### config.mk
export PLATFORM = sky130hd
export DESIGN_NAME = paddle_cmd_sched
export DESIGN_NICKNAME = d
export VERILOG_FILES = /design/src/rtl/pong_pkg.sv /design/src/rtl/key_hold_timer.sv /design/src/rtl/paddle_cmd_sched.sv
export SDC_FILE = /design/constraint.sdc
export NUM_CORES = 1
export LEC_CHECK = 0
export ABC_AREA = 1
export BUFFER_PORTS_ARGS = -buffer_cell sky130_fd_sc_hd__buf_2
export CORE_AREA = 2 2 140 142
export DETAILED_ROUTE_END_ITERATION = 12
export DIE_AREA = 0 0 142 144
export PLACE_DENSITY = 0.66
export SLEW_MARGIN = 20
export SYNTH_ARGS = -nofsm -noshare
export SYNTH_HDL_FRONTEND = slang
export SYNTH_HIERARCHICAL = 1
export SYNTH_SLANG_ARGS = --single-unit
### constraint.sdc
create_clock -name clk -period 3 [get_ports clk]
set_input_delay 0.75 -clock clk [delete_from_list [all_inputs] [get_ports clk]]
set_output_delay 0.75 -clock clk [all_outputs]
set_load 0.02 [all_outputs]
### src/rtl/pong_pkg.sv
// Shared definitions for the Pong command path: command byte codes, move bit map,
// scheduler states and the UART byte decoder.
package pong_pkg;

    // ASCII codes of the command bytes, both cases
    localparam logic [7:0] ASCII_I_UC = 8'h49;
    localparam logic [7:0] ASCII_I_LC = 8'h69;
    localparam logic [7:0] ASCII_K_UC = 8'h4B;
    localparam logic [7:0] ASCII_K_LC = 8'h6B;
    localparam logic [7:0] ASCII_W_UC = 8'h57;
    localparam logic [7:0] ASCII_W_LC = 8'h77;
    localparam logic [7:0] ASCII_S_UC = 8'h53;
    localparam logic [7:0] ASCII_S_LC = 8'h73;
    localparam logic [7:0] ASCII_P_UC = 8'h50;
    localparam logic [7:0] ASCII_P_LC = 8'h70;
    localparam logic [7:0] ASCII_R_UC = 8'h52;
    localparam logic [7:0] ASCII_R_LC = 8'h72;

    // Bit positions inside move / btn / key vectors
    localparam int unsigned MV_R_UP = 0;
    localparam int unsigned MV_R_DN = 1;
    localparam int unsigned MV_L_UP = 2;
    localparam int unsigned MV_L_DN = 3;

    typedef enum logic [1:0] {
        RUN    = 2'd0,
        PAUSE  = 2'd1,
        CENTER = 2'd2
    } sched_state_e;

    // One decoded UART byte: at most one field is set
    typedef struct packed {
        logic [3:0] key_load;
        logic       toggle_pause;
        logic       recentre;
    } rx_cmd_t;

    // Map one received byte to a command; unknown bytes decode to nothing
    function automatic rx_cmd_t decode_rx(input logic [7:0] rx_byte);
        rx_cmd_t cmd;
        cmd = '0;
        case (rx_byte)
            ASCII_I_UC, ASCII_I_LC: cmd.key_load[MV_R_UP] = 1'b1;
            ASCII_K_UC, ASCII_K_LC: cmd.key_load[MV_R_DN] = 1'b1;
            ASCII_W_UC, ASCII_W_LC: cmd.key_load[MV_L_UP] = 1'b1;
            ASCII_S_UC, ASCII_S_LC: cmd.key_load[MV_L_DN] = 1'b1;
            ASCII_P_UC, ASCII_P_LC: cmd.toggle_pause      = 1'b1;
            ASCII_R_UC, ASCII_R_LC: cmd.recentre          = 1'b1;
            default:                cmd                   = '0;
        endcase
        return cmd;
    endfunction

endpackage

### src/rtl/key_hold_timer.sv
// Retriggerable hold timer for one UART direction key. A load restarts the count at
// HOLD_CYCLES; the key reads as active while the count is nonzero.
module key_hold_timer #(
    parameter int unsigned HOLD_CYCLES = 10000
) (
    input  logic clk,
    input  logic rst_n,
    input  logic load_i,
    input  logic clear_i,
    output logic active_o
);

    localparam int unsigned CntW = (HOLD_CYCLES < 1) ? 1 : $clog2(HOLD_CYCLES + 1);
    localparam logic [CntW-1:0] HoldLoad = CntW'(HOLD_CYCLES);

    logic [CntW-1:0] cnt_q, cnt_d;

    // Next count: clear beats load, load beats the count-down
    always_comb begin
        cnt_d = cnt_q;
        if (clear_i) begin
            cnt_d = '0;
        end else if (load_i) begin
            cnt_d = HoldLoad;
        end else if (cnt_q != '0) begin
            cnt_d = cnt_q - CntW'(1);
        end
    end

    // Count register
    always_ff @(posedge clk or negedge rst_n) begin
        if (!rst_n) begin
            cnt_q <= '0;
        end else begin
            cnt_q <= cnt_d;
        end
    end

    assign active_o = (cnt_q != '0);

endmodule

### src/rtl/paddle_cmd_sched.sv
// Paddle command scheduler: decodes UART command bytes, arbitrates them against the
// on-board buttons per paddle, steps both paddles on a fixed-rate tick with clamping,
// and runs the RUN / PAUSE / CENTER control state machine.
module paddle_cmd_sched
    import pong_pkg::*;
#(
    parameter int unsigned HOLD_CYCLES = 10000,
    parameter int unsigned STEP_CYCLES = 250000,
    parameter int unsigned Y_WIDTH     = 10,
    parameter int unsigned Y_MIN       = 0,
    parameter int unsigned Y_MAX       = 400,
    parameter int unsigned Y_INIT      = 200,
    parameter int unsigned STEP_PX     = 2
) (
    input  logic               clk,
    input  logic               rst_n,
    input  logic [7:0]         rx_data,
    input  logic               rx_valid,
    input  logic [3:0]         btn,
    output logic [3:0]         move,
    output logic [Y_WIDTH-1:0] left_y,
    output logic [Y_WIDTH-1:0] right_y,
    output logic               paused
);

    // Step timer sizing
    localparam int unsigned TmrW = (STEP_CYCLES < 2) ? 1 : $clog2(STEP_CYCLES);
    localparam logic [TmrW-1:0] StepLast = TmrW'(STEP_CYCLES - 1);

    // Start/recentre position, pulled inside the playfield in case Y_INIT lies outside
    localparam int unsigned YInitC = (Y_INIT < Y_MIN) ? Y_MIN :
                                     ((Y_INIT > Y_MAX) ? Y_MAX : Y_INIT);
    localparam logic [Y_WIDTH-1:0] YInitV = Y_WIDTH'(YInitC);

    // Position arithmetic is one bit wider and signed so neither end can wrap
    localparam logic signed [Y_WIDTH:0] YMinS  = (Y_WIDTH + 1)'(Y_MIN);
    localparam logic signed [Y_WIDTH:0] YMaxS  = (Y_WIDTH + 1)'(Y_MAX);
    localparam logic signed [Y_WIDTH:0] StepS  = (Y_WIDTH + 1)'(STEP_PX);

    sched_state_e        state_q, state_d;
    rx_cmd_t             cmd;
    logic [3:0]          key_load;
    logic                key_clear;
    logic [3:0]          uart_key;
    logic [1:0]          r_sel, l_sel;
    logic [3:0]          move_q, move_d;
    logic [TmrW-1:0]     timer_q, timer_d;
    logic                step_tick;
    logic [Y_WIDTH-1:0]  left_y_q, left_y_d;
    logic [Y_WIDTH-1:0]  right_y_q, right_y_d;

    // One clamped step of a paddle; up has priority only nominally, conflicts are
    // already removed by the arbiter
    function automatic logic [Y_WIDTH-1:0] step_pos(input logic [Y_WIDTH-1:0] y,
                                                    input logic up,
                                                    input logic dn);
        logic signed [Y_WIDTH:0] ys;
        logic signed [Y_WIDTH:0] nxt;
        ys  = $signed({1'b0, y});
        nxt = ys;
        if (up) begin
            nxt = ys - StepS;
            if (nxt < YMinS) begin
                nxt = YMinS;
            end
        end else if (dn) begin
            nxt = ys + StepS;
            if (nxt > YMaxS) begin
                nxt = YMaxS;
            end
        end
        return nxt[Y_WIDTH-1:0];
    endfunction

    // Decode the strobed byte; key bytes are dropped while recentring
    always_comb begin
        cmd       = rx_valid ? decode_rx(rx_data) : '0;
        key_clear = (state_q == CENTER);
        key_load  = key_clear ? 4'b0000 : cmd.key_load;
    end

    for (genvar k = 0; k < 4; k++) begin : g_hold
        key_hold_timer #(
            .HOLD_CYCLES (HOLD_CYCLES)
        ) u_key_hold_timer (
            .clk      (clk),
            .rst_n    (rst_n),
            .load_i   (key_load[k]),
            .clear_i  (key_clear),
            .active_o (uart_key[k])
        );
    end

    // Per-paddle source select (any button wins the whole paddle), then conflict cancel
    always_comb begin
        r_sel = (btn[MV_R_DN:MV_R_UP] != 2'b00) ? btn[MV_R_DN:MV_R_UP]
                                                : uart_key[MV_R_DN:MV_R_UP];
        l_sel = (btn[MV_L_DN:MV_L_UP] != 2'b00) ? btn[MV_L_DN:MV_L_UP]
                                                : uart_key[MV_L_DN:MV_L_UP];
        if (r_sel == 2'b11) begin
            r_sel = 2'b00;
        end
        if (l_sel == 2'b11) begin
            l_sel = 2'b00;
        end
        // Nothing carries out of CENTER, so move is clean on the first RUN cycle
        move_d = (state_q == CENTER) ? 4'b0000 : {l_sel, r_sel};
    end

    // Motion tick: timer only runs while staying in RUN
    always_comb begin
        step_tick = (state_q == RUN) && (timer_q == StepLast);
        timer_d   = '0;
        if ((state_q == RUN) && (state_d == RUN)) begin
            timer_d = step_tick ? '0 : timer_q + TmrW'(1);
        end
    end

    // Paddle positions: recentre in CENTER, otherwise step on tick from the registered move
    always_comb begin
        left_y_d  = left_y_q;
        right_y_d = right_y_q;
        if (state_q == CENTER) begin
            left_y_d  = YInitV;
            right_y_d = YInitV;
        end else if (step_tick) begin
            left_y_d  = step_pos(left_y_q, move_q[MV_L_UP], move_q[MV_L_DN]);
            right_y_d = step_pos(right_y_q, move_q[MV_R_UP], move_q[MV_R_DN]);
        end
    end

    // FSM state register
    always_ff @(posedge clk or negedge rst_n) begin
        if (!rst_n) begin
            state_q <= RUN;
        end else begin
            state_q <= state_d;
        end
    end

    // FSM next state; P and R never arrive together since one byte comes per strobe
    always_comb begin
        state_d = state_q;
        unique case (state_q)
            RUN: begin
                if (cmd.toggle_pause) begin
                    state_d = PAUSE;
                end else if (cmd.recentre) begin
                    state_d = CENTER;
                end
            end
            PAUSE: begin
                if (cmd.toggle_pause) begin
                    state_d = RUN;
                end else if (cmd.recentre) begin
                    state_d = CENTER;
                end
            end
            CENTER:  state_d = RUN;
            default: state_d = RUN;
        endcase
    end

    // FSM outputs: move is only visible while running
    always_comb begin
        paused = (state_q == PAUSE);
        move   = (state_q == RUN) ? move_q : 4'b0000;
    end

    // Datapath registers: registered move, step timer, paddle positions
    always_ff @(posedge clk or negedge rst_n) begin
        if (!rst_n) begin
            move_q    <= 4'b0000;
            timer_q   <= '0;
            left_y_q  <= YInitV;
            right_y_q <= YInitV;
        end else begin
            move_q    <= move_d;
            timer_q   <= timer_d;
            left_y_q  <= left_y_d;
            right_y_q <= right_y_d;
        end
    end

    assign left_y  = left_y_q;
    assign right_y = right_y_q;

endmodule

==> results.json, run 1 <==
{
  "combPwrFrac_pct": 37.2,
  "cts_repair_resize_count": 0,
  "skew_ps": 8.53,
  "cts.path.max_buffers": 2,
  "io_pins": 40,
  "clk_latency_ps": 350,
  "syn_area_mm2": 0.00707,
  "clock-root-buffer": "clkbuf_16",
  "numCtsBuffers": 9,
  "post-cts-setup-buffers": 0,
  "r2r-start": "left_y[1]",
  "clk_pin_slew_worst_paths_ps": 70,
  "pwr-share-clk_pct": 21.9,
  "drtPass1Iterations": 7,
  "port_buffers": 36,
  "reg2reg_depth": 11,
  "wl_per_cell_um": 11.9,
  "cp.arrival_ps": 1570,
  "netlist_instances": 995,
  "holdWs_ps": 380,
  "grt_max_degree": 61,
  "die_h_um": 144,
  "rows": 51,
  "grt_overflow_total": 0,
  "rrSetupSlack_ps": 1120,
  "grt_pass1_wl_um": 26000,
  "final_layout_size_suffix_gt1_share_pct": 17.7,
  "synthTopCellsByArea": "dfrtp_1, nand2_1, nor2_1, inv_1, nand3_1",
  "h-tree-depth": 3,
  "crit_start": "move_q[0]",
  "cts_tree": "yes",
  "intPower_uw": 3140,
  "synthToLayoutAreaGrowth_pct": 10.7,
  "status": "completed",
  "path_max_fanout": 14,
  "multi_input_area_mm2": 0.00395,
  "fin_setup_tns_ps": 0,
  "synth_top_cell_area_share_pct": 32.5,
  "period_needed_ps": 2320,
  "ir_drop_uv": 403,
  "synth_common_cells": "nand2_1, nor2_1, inv_1",
  "grt_usage_pct": 15.5,
  "seqPwrFrac_pct": 40.8,
  "critPathKind": "flip-flop to output pin",
  "die_w_um": 142,
  "drv_slew": 0,
  "antenna_found_initial": 0,
  "wl_um": 15200,
  "yosysTopAreaCell": "dfrtp_1",
  "p_per_area_mw_per_mm2": 685,
  "swShare_pct": 41.5,
  "ys_types": 39,
  "drv_cap": 0,
  "regArea_mm2": 0.00246,
  "hold_class": "primary input to async pin",
  "ant_nets": 0,
  "drc": 0,
  "synth-edff-count": 0,
  "syn_avg_cell_area_um2": 7.11,
  "synth_seq_cells": 98,
  "n_antenna_cell": 0,
  "ys.flop_type": "dfrtp_1",
  "rsz0062_at_grt": "false",
  "core_area_mm2": 0.0191,
  "r2r_end": "left_y[6]",
  "clock-sinks": 98,
  "cp.required_ps": 2250,
  "viasPerCell": 4.80,
  "switching_power_uw": 2230,
  "cts_hold_buf": 0,
  "via_count": 6134,
  "async_flop_share_pct": 100,
  "fmax_ghz": 0.432,
  "fin_crit_sh_pct": 77.2,
  "nets": 1059,
  "nFillCells": 1967,
  "setup_viol": 0,
  "leakage_uw": 0.00407,
  "grt_pass1_vias": 5719,
  "yosys_warnings": 6,
  "drt-initial-drc-count": 266,
  "place_congestion": 0.865,
  "startpoint_type": "flip-flop",
  "yosysMostFrequentCell": "nand2_1",
  "final-hold-violation-count": 0,
  "dieArea_mm2": 0.0204,
  "place_hpwl_um": 11500,
  "start_util_pct": 37.1,
  "end_kind": "output pin",
  "synth-seq-area-share_pct": 34.8
}
[per-stage QoR]
| stage | instances | worst slack (ps) | power, uW | area [um^2] | util [%] |
|---|---|---|---|---|---|
| finish | 1278 | 684 | 5360 | 7830 | 41.0 |
| global placement | 1262 | 881 | 4160 | 7520 | 39.4 |
| global route | 1278 | 523 | 5840 | 7830 | 41.0 |
| floorplan | 996 | 25.1 | 3820 | 7080 | - |
| detailed placement | 1262 | 867 | 4210 | 7520 | 39.4 |
| CTS | 1278 | 669 | 5430 | 7830 | 41.0 |
[cells by family (layout without fill, tap and decap cells)]
family | after synthesis | after routing | share of synthesized area, %
AOI/OAI and AO/OA | 95 | 95 | 7.07
xor gates and xnor gates | 24 | 24 | 2.97
adders and majority gates | 9 | 9 | 1.59
buffers and inverters | 167 | 211 | 9.46
DFF | 98 | 98 | 34.8
other | 1 | 2 | 0.0530
and+or+nand+nor | 601 | 601 | 44.1
[final cells by class]
| cell class | count | area share (%) |
|---|---|---|
| Inverter | 153 | 7.34 |
| Timing Repair Buffer | 42 | 3.07 |
| Clock inverter | 7 | 1.02 |
| Multi-Input combinational cell | 731 | 50.5 |
| Tap cell | 238 | 3.80 |
| Sequential cell | 98 | 31.4 |
| Clock buffer | 9 | 2.88 |
[critical path, stage by stage, from the launching register on]
cell,delay [ps]
dfrtp_1,630
inv_1,230
nor2_1,180
buf_2,180
[state kept, by name, summed over array words and instances (netlist names)]
register,cells
timer_q,18
g_hold.u_key_hold_timer/cnt_q,56
move_q,4
left_y,9
state_q,2
right_y,9
[metal layers]
| metal | global-route usage [%] | vias to the layer above | routed length, um | share of wire (%) |
|---|---|---|---|---|
| met3 | 3.51 | 10 | 557 | 3.7 |
| li1 | - | 3223 | - | - |
| met4 | 3.42 | 0 | 140 | 0.92 |
| met1 | 20.3 | 2821 | 7330 | 48 |
| met5 | 0 | - | 0 | 0 |
| met2 | 26.2 | 80 | 7160 | 47 |
[cells in the final DEF, fill, tap and decap left out, types with 6 or more instances in the layout]
| cell | n |
|---|---|
| a21oi_1 | 46 |
| buf_2 | 35 |
| buf_4 | 6 |
| clkbuf_16 | 9 |
| dfrtp_1 | 92 |
| dfstp_2 | 6 |
| ha_1 | 9 |
| inv_1 | 134 |
| inv_2 | 19 |
| nand2_1 | 222 |
| nand2_2 | 21 |
| nand2_4 | 6 |
| nand3_1 | 58 |
| nand3_2 | 9 |
| nand3_4 | 9 |
| nand4_1 | 21 |
| nor2_1 | 164 |
| nor2_2 | 20 |
| nor2_4 | 14 |
| nor2_8 | 8 |
| nor3_1 | 25 |
| nor4_1 | 6 |
| o21ai_0 | 17 |
| o21ai_1 | 20 |
| xor2_1 | 20 |
[power groups by stage]
stage	logic [uW]	clock network (uW)	registers, uW
6_report	2000	1180	2190
5_1_grt	2310	1270	2260
4_1_cts	2020	1230	2190
3_5_place_dp	2010	0	2200
3_3_place_gp	1960	0	2200
2_1_floorplan	1720	0	2100
[worst max path at each step]
stage / end / cells after the start
after global placement: g_hold[0].u_key_hold_timer/cnt_q[9] / 13
final: move[0] / 3
after floorplan: g_hold[3].u_key_hold_timer/cnt_q[3] / 8
after global routing: move[0] / 3
after CTS: move[0] / 3
after detailed placement: timer_q[10] / 7
Power figures use the tool's default switching activity.
==> inputs of run 2 (changes only) <==
clock period = 2 ns   (was 3 ns; I/O delays follow)
==> results.json, run 2 (synthesis results as in run 1) <==
{
  "status": "completed",
  "core_area_mm2": 0.0191,
  "slew_headroom_pct": 63.8,
  "clk_pin_slew_worst_paths_ps": 70,
  "via_count": 6220,
  "leakage_uw": 0.00415,
  "cp.arrival_ps": 1410,
  "n_antenna_cell": 0,
  "post-place-ws_ps": 99.4,
  "startpoint_type": "flip-flop",
  "h-tree-depth": 3,
  "fin_crit_sh_pct": 95.7,
  "port_buffers": 36,
  "drv_cap": 0,
  "cts.path.max_buffers": 2,
  "final-hold-violation-count": 0,
  "numCtsBuffers": 9,
  "die_w_um": 142,
  "ir_drop_uv": 707,
  "drtPass1Iterations": 5,
  "clock-root-buffer": "clkbuf_16",
  "skew_ps": 8.99,
  "end_kind": "output pin",
  "fin_util_pct": 41.9,
  "drv_slew": 0,
  "wl_per_cell_um": 11.9,
  "place_congestion": 0.868,
  "cts_hold_buf": 0,
  "reg2reg_depth": 13,
  "clk_latency_ps": 350,
  "wl_um": 15400,
  "hold_class": "primary input to async pin",
  "worstMarginPinSlew_ps": 542,
  "final_common_cell": "nand2_1",
  "largestRegisters": "g_hold.u_key_hold_timer/cnt_q (56), timer_q (18)",
  "place_hpwl_um": 11800,
  "rsz0062_at_grt": "false",
  "period_needed_ps": 1910,
  "p_per_area_mw_per_mm2": 1030,
  "final_layout_size_suffix_gt1_share_pct": 19.1,
  "largest_register_ffs": 56,
  "grt_pass1_wl_um": 26800,
  "nets": 1073,
  "drc": 0,
  "critPathKind": "flip-flop to output pin",
  "path_max_fanout": 7,
  "antenna_found_initial": 0,
  "viasPerCell": 4.81,
  "ant_nets": 0,
  "grt_pass1_vias": 5827,
  "drt-initial-drc-count": 275,
  "rows": 51,
  "synthToLayoutAreaGrowth_pct": 12.9,
  "rrSetupSlack_ps": 140,
  "grt_max_degree": 39,
  "cts_tree": "yes",
  "setup_viol": 0,
  "grt_overflow_total": 0,
  "final_cell_mix": "nand2_1, nor2_1, inv_1",
  "fmax_ghz": 0.523,
  "cp.required_ps": 1500,
  "top_register": "g_hold.u_key_hold_timer/cnt_q",
  "clock-sinks": 98,
  "start_util_pct": 37.1,
  "die_h_um": 144,
  "setup_ws_ps": 86.2,
  "dieArea_mm2": 0.0204,
  "io_pins": 40,
  "grt_usage_pct": 16.1,
  "r2r_end": "g_hold[2].u_key_hold_timer/cnt_q[9]",
  "r2r-start": "state_q[1]"
}
[run 2: cell types whose count changed in the layout (fill, tap and decap cells not counted), moves of 2 or more]
cell	previous run	this run
inv_1	134	132
nor4_2	0	2
nor4_1	6	4
clkinv_4	4	2
clkbuf_1	0	2
buf_4	6	20
[run 2: per-layer routing]
| layer | up-vias | track usage, % | routed length (um) |
|---|---|---|---|
| met2 | 90 | 27.3 | 7290 |
| met1 | 2856 | 21.1 | 7360 |
| li1 | 3254 | - | - |
| met5 | - | 0 | 0 |
| met3 | 20 | 3.38 | 571 |
| met4 | 0 | 4.05 | 194 |
[run 2: power by group]
part           leakage (uW)  internal [uW]  switching [uW]
logic               0.00276           1160            1890
clock network      0.000154           1110             773
registers           0.00124           2620             672
total               0.00415           4880            3340
[run 2: layout make-up]
cell class / instances / area, um^2
fillers: 1960 / 11100
multi-input cells: 731 / 3970
inverters: 153 / 581
repair buffers: 56 / 360
flip-flops and latches: 98 / 2460
clock buffers: 11 / 233
clock inverters: 5 / 86.3
well taps: 238 / 298
[run 2: critical path, cell delays in order (launching register included)]
cell,delay [ps]
dfrtp_2,450
nor2_4,140
inv_2,120
nor2_1,170
buf_4,170
[run 2: metrics by stage]
stage,hold WS (ps),instance area [um^2],std cells,TNS (ps),total power [uW]
after floorplan,204,7090,996,-3760,5730
final,121,7990,1292,0,8220
after global placement,517,7640,1275,0,6290
after CTS,136,7960,1291,0,8320
after detailed placement,523,7640,1275,0,6380
after global routing,142,7990,1292,0,8970
[run 2: how the worst max path moves through the flow]
stage | start | end | slack [ps] | depth (start not counted)
floorplan | state_q[1] | g_hold[2].u_key_hold_timer/cnt_q[3] | -250 | 8
global placement | state_q[1] | g_hold[3].u_key_hold_timer/cnt_q[9] | 110 | 12
detailed placement | state_q[1] | g_hold[3].u_key_hold_timer/cnt_q[9] | 100 | 12
CTS | state_q[0] | move[1] | 50 | 4
global route | left_y[2] | left_y[6] | 2 | 11
finish | state_q[0] | move[1] | 90 | 4
[run 2: timing repair]
item	CTS	global route
buffers inserted	0	1
resized for setup	0	6
endpoints found under the setup margin	0	17
==> inputs of run 3 (changes only) <==
PLACE_DENSITY = 0.6   (was 0.66)
==> results.json, run 3 (synthesis results as in run 1) <==
{
  "antenna_found_initial": 0,
  "period_needed_ps": 1940,
  "ant_nets": 0,
  "grt_max_degree": 36,
  "clk_latency_ps": 350,
  "drc": 0,
  "rsz0062_at_grt": "true",
  "die_h_um": 144,
  "dieArea_mm2": 0.0204,
  "final_common_cell": "nand2_1",
  "leakage_uw": 0.00413,
  "drtPass1Iterations": 5,
  "post-place-ws_ps": 70.3,
  "place_congestion": 0.849,
  "grt_pass1_wl_um": 26700,
  "dp.cells": 1277,
  "final_cells": 1293,
  "final-hold-violation-count": 0,
  "clk_pin_slew_worst_paths_ps": 70,
  "port_buffers": 36,
  "setup_ws_ps": 56.0,
  "grt_usage_pct": 16.0,
  "grt_overflow_total": 0,
  "p_per_area_mw_per_mm2": 1020,
  "skew_ps": 11.7,
  "fin_crit_sh_pct": 97.2,
  "top_register": "g_hold.u_key_hold_timer/cnt_q",
  "place_hpwl_um": 12000,
  "fmax_ghz": 0.514,
  "cp.arrival_ps": 1440,
  "post-cts-setup-buffers": 0,
  "critPathKind": "flip-flop to output pin",
  "rows": 51,
  "synthToLayoutAreaGrowth_pct": 12.7,
  "largest_register_ffs": 56,
  "drt-initial-drc-count": 363,
  "path_max_fanout": 7,
  "end_kind": "output pin",
  "wl_per_cell_um": 12.1,
  "n_antenna_cell": 0,
  "clock-sinks": 98,
  "core_area_mm2": 0.0191,
  "via_count": 6156,
  "h-tree-depth": 3,
  "cp.required_ps": 1500,
  "fin_util_pct": 41.8,
  "hold_class": "primary input to async pin",
  "ir_drop_uv": 645,
  "grt_pass1_vias": 5821,
  "status": "completed",
  "viasPerCell": 4.76,
  "drv_cap": 0,
  "final_cell_mix": "nand2_1, nor2_1, inv_1",
  "setup_viol": 0,
  "cts.path.max_buffers": 2,
  "numCtsBuffers": 9,
  "wl_um": 15600,
  "io_pins": 40,
  "start_util_pct": 37.1,
  "final_layout_size_suffix_gt1_share_pct": 19.1,
  "largestRegisters": "g_hold.u_key_hold_timer/cnt_q (56), timer_q (18)",
  "clock-root-buffer": "clkbuf_16",
  "startpoint_type": "flip-flop",
  "cts_tree": "yes",
  "drv_slew": 0,
  "die_w_um": 142,
  "nets": 1074
}
-- run 3: final timing paths --
path	from	to	slack (ps)	cells after the start
max	state_q[1]	move[3]	60	4
min	rst_n	g_hold[1].u_key_hold_timer/cnt_q[13]	90	1
max reg2reg	state_q[1]	g_hold[2].u_key_hold_timer/cnt_q[9]	150	12
min reg2reg	right_y[7]	right_y[7]	540	2
max in group asynchronous	rst_n	left_y[7]	1300	2
min in group clk	rx_data[1]	state_q[1]	430	3
-- run 3: routing by layer --
metal	track usage, %	part of all wire (%)	routed length [um]	vias to the layer above
li1	-	-	-	3255
met1	21.6	49	7680	2788
met2	26.5	47	7280	100
met3	2.12	3.0	475	13
met4	5.32	1.4	213	0
met5	0	0	0	-
-- run 3: power breakdown --
group | total (uW) | internal [uW] | leakage [uW] | switching (uW)
clock network | 1780 | 1010 | 0.000135 | 771
logic | 3110 | 1180 | 0.00276 | 1930
registers | 3270 | 2620 | 0.00123 | 650
-- run 3: metrics by stage --
stage	hold WS, ps	total power [uW]	setup TNS, ps	area [um^2]
2_1_floorplan	204	5730	-3760	7090
3_3_place_gp	481	6360	0	7660
6_report	87.6	8150	0	7970
3_5_place_dp	477	6430	0	7660
5_1_grt	115	8890	-35.0	7970
4_1_cts	94.9	8250	0	7960
-- run 3: area by class of cell --
type | instances | area [um^2]
flip-flops and latches | 98 | 2460
fillers | 1965 | 11100
clock buffers | 12 | 246
clock inverters | 4 | 52.6
multi-input cells | 731 | 3970
inverters | 153 | 574
repair buffers | 57 | 365
well taps | 238 | 298
-- run 3: timing repair --
item | CTS | global route
hold buffers | 0 | 0
gates resized for setup | 0 | 4
endpoints found under the hold margin | 0 | 0
endpoints found under the setup margin | 0 | 7
-- run 3: worst max-delay path, stage by stage (launching register included) --
cell and delay (ps):
dfrtp_1 420, nor2_4 180, inv_2 140, nor2_1 160, buf_2 190
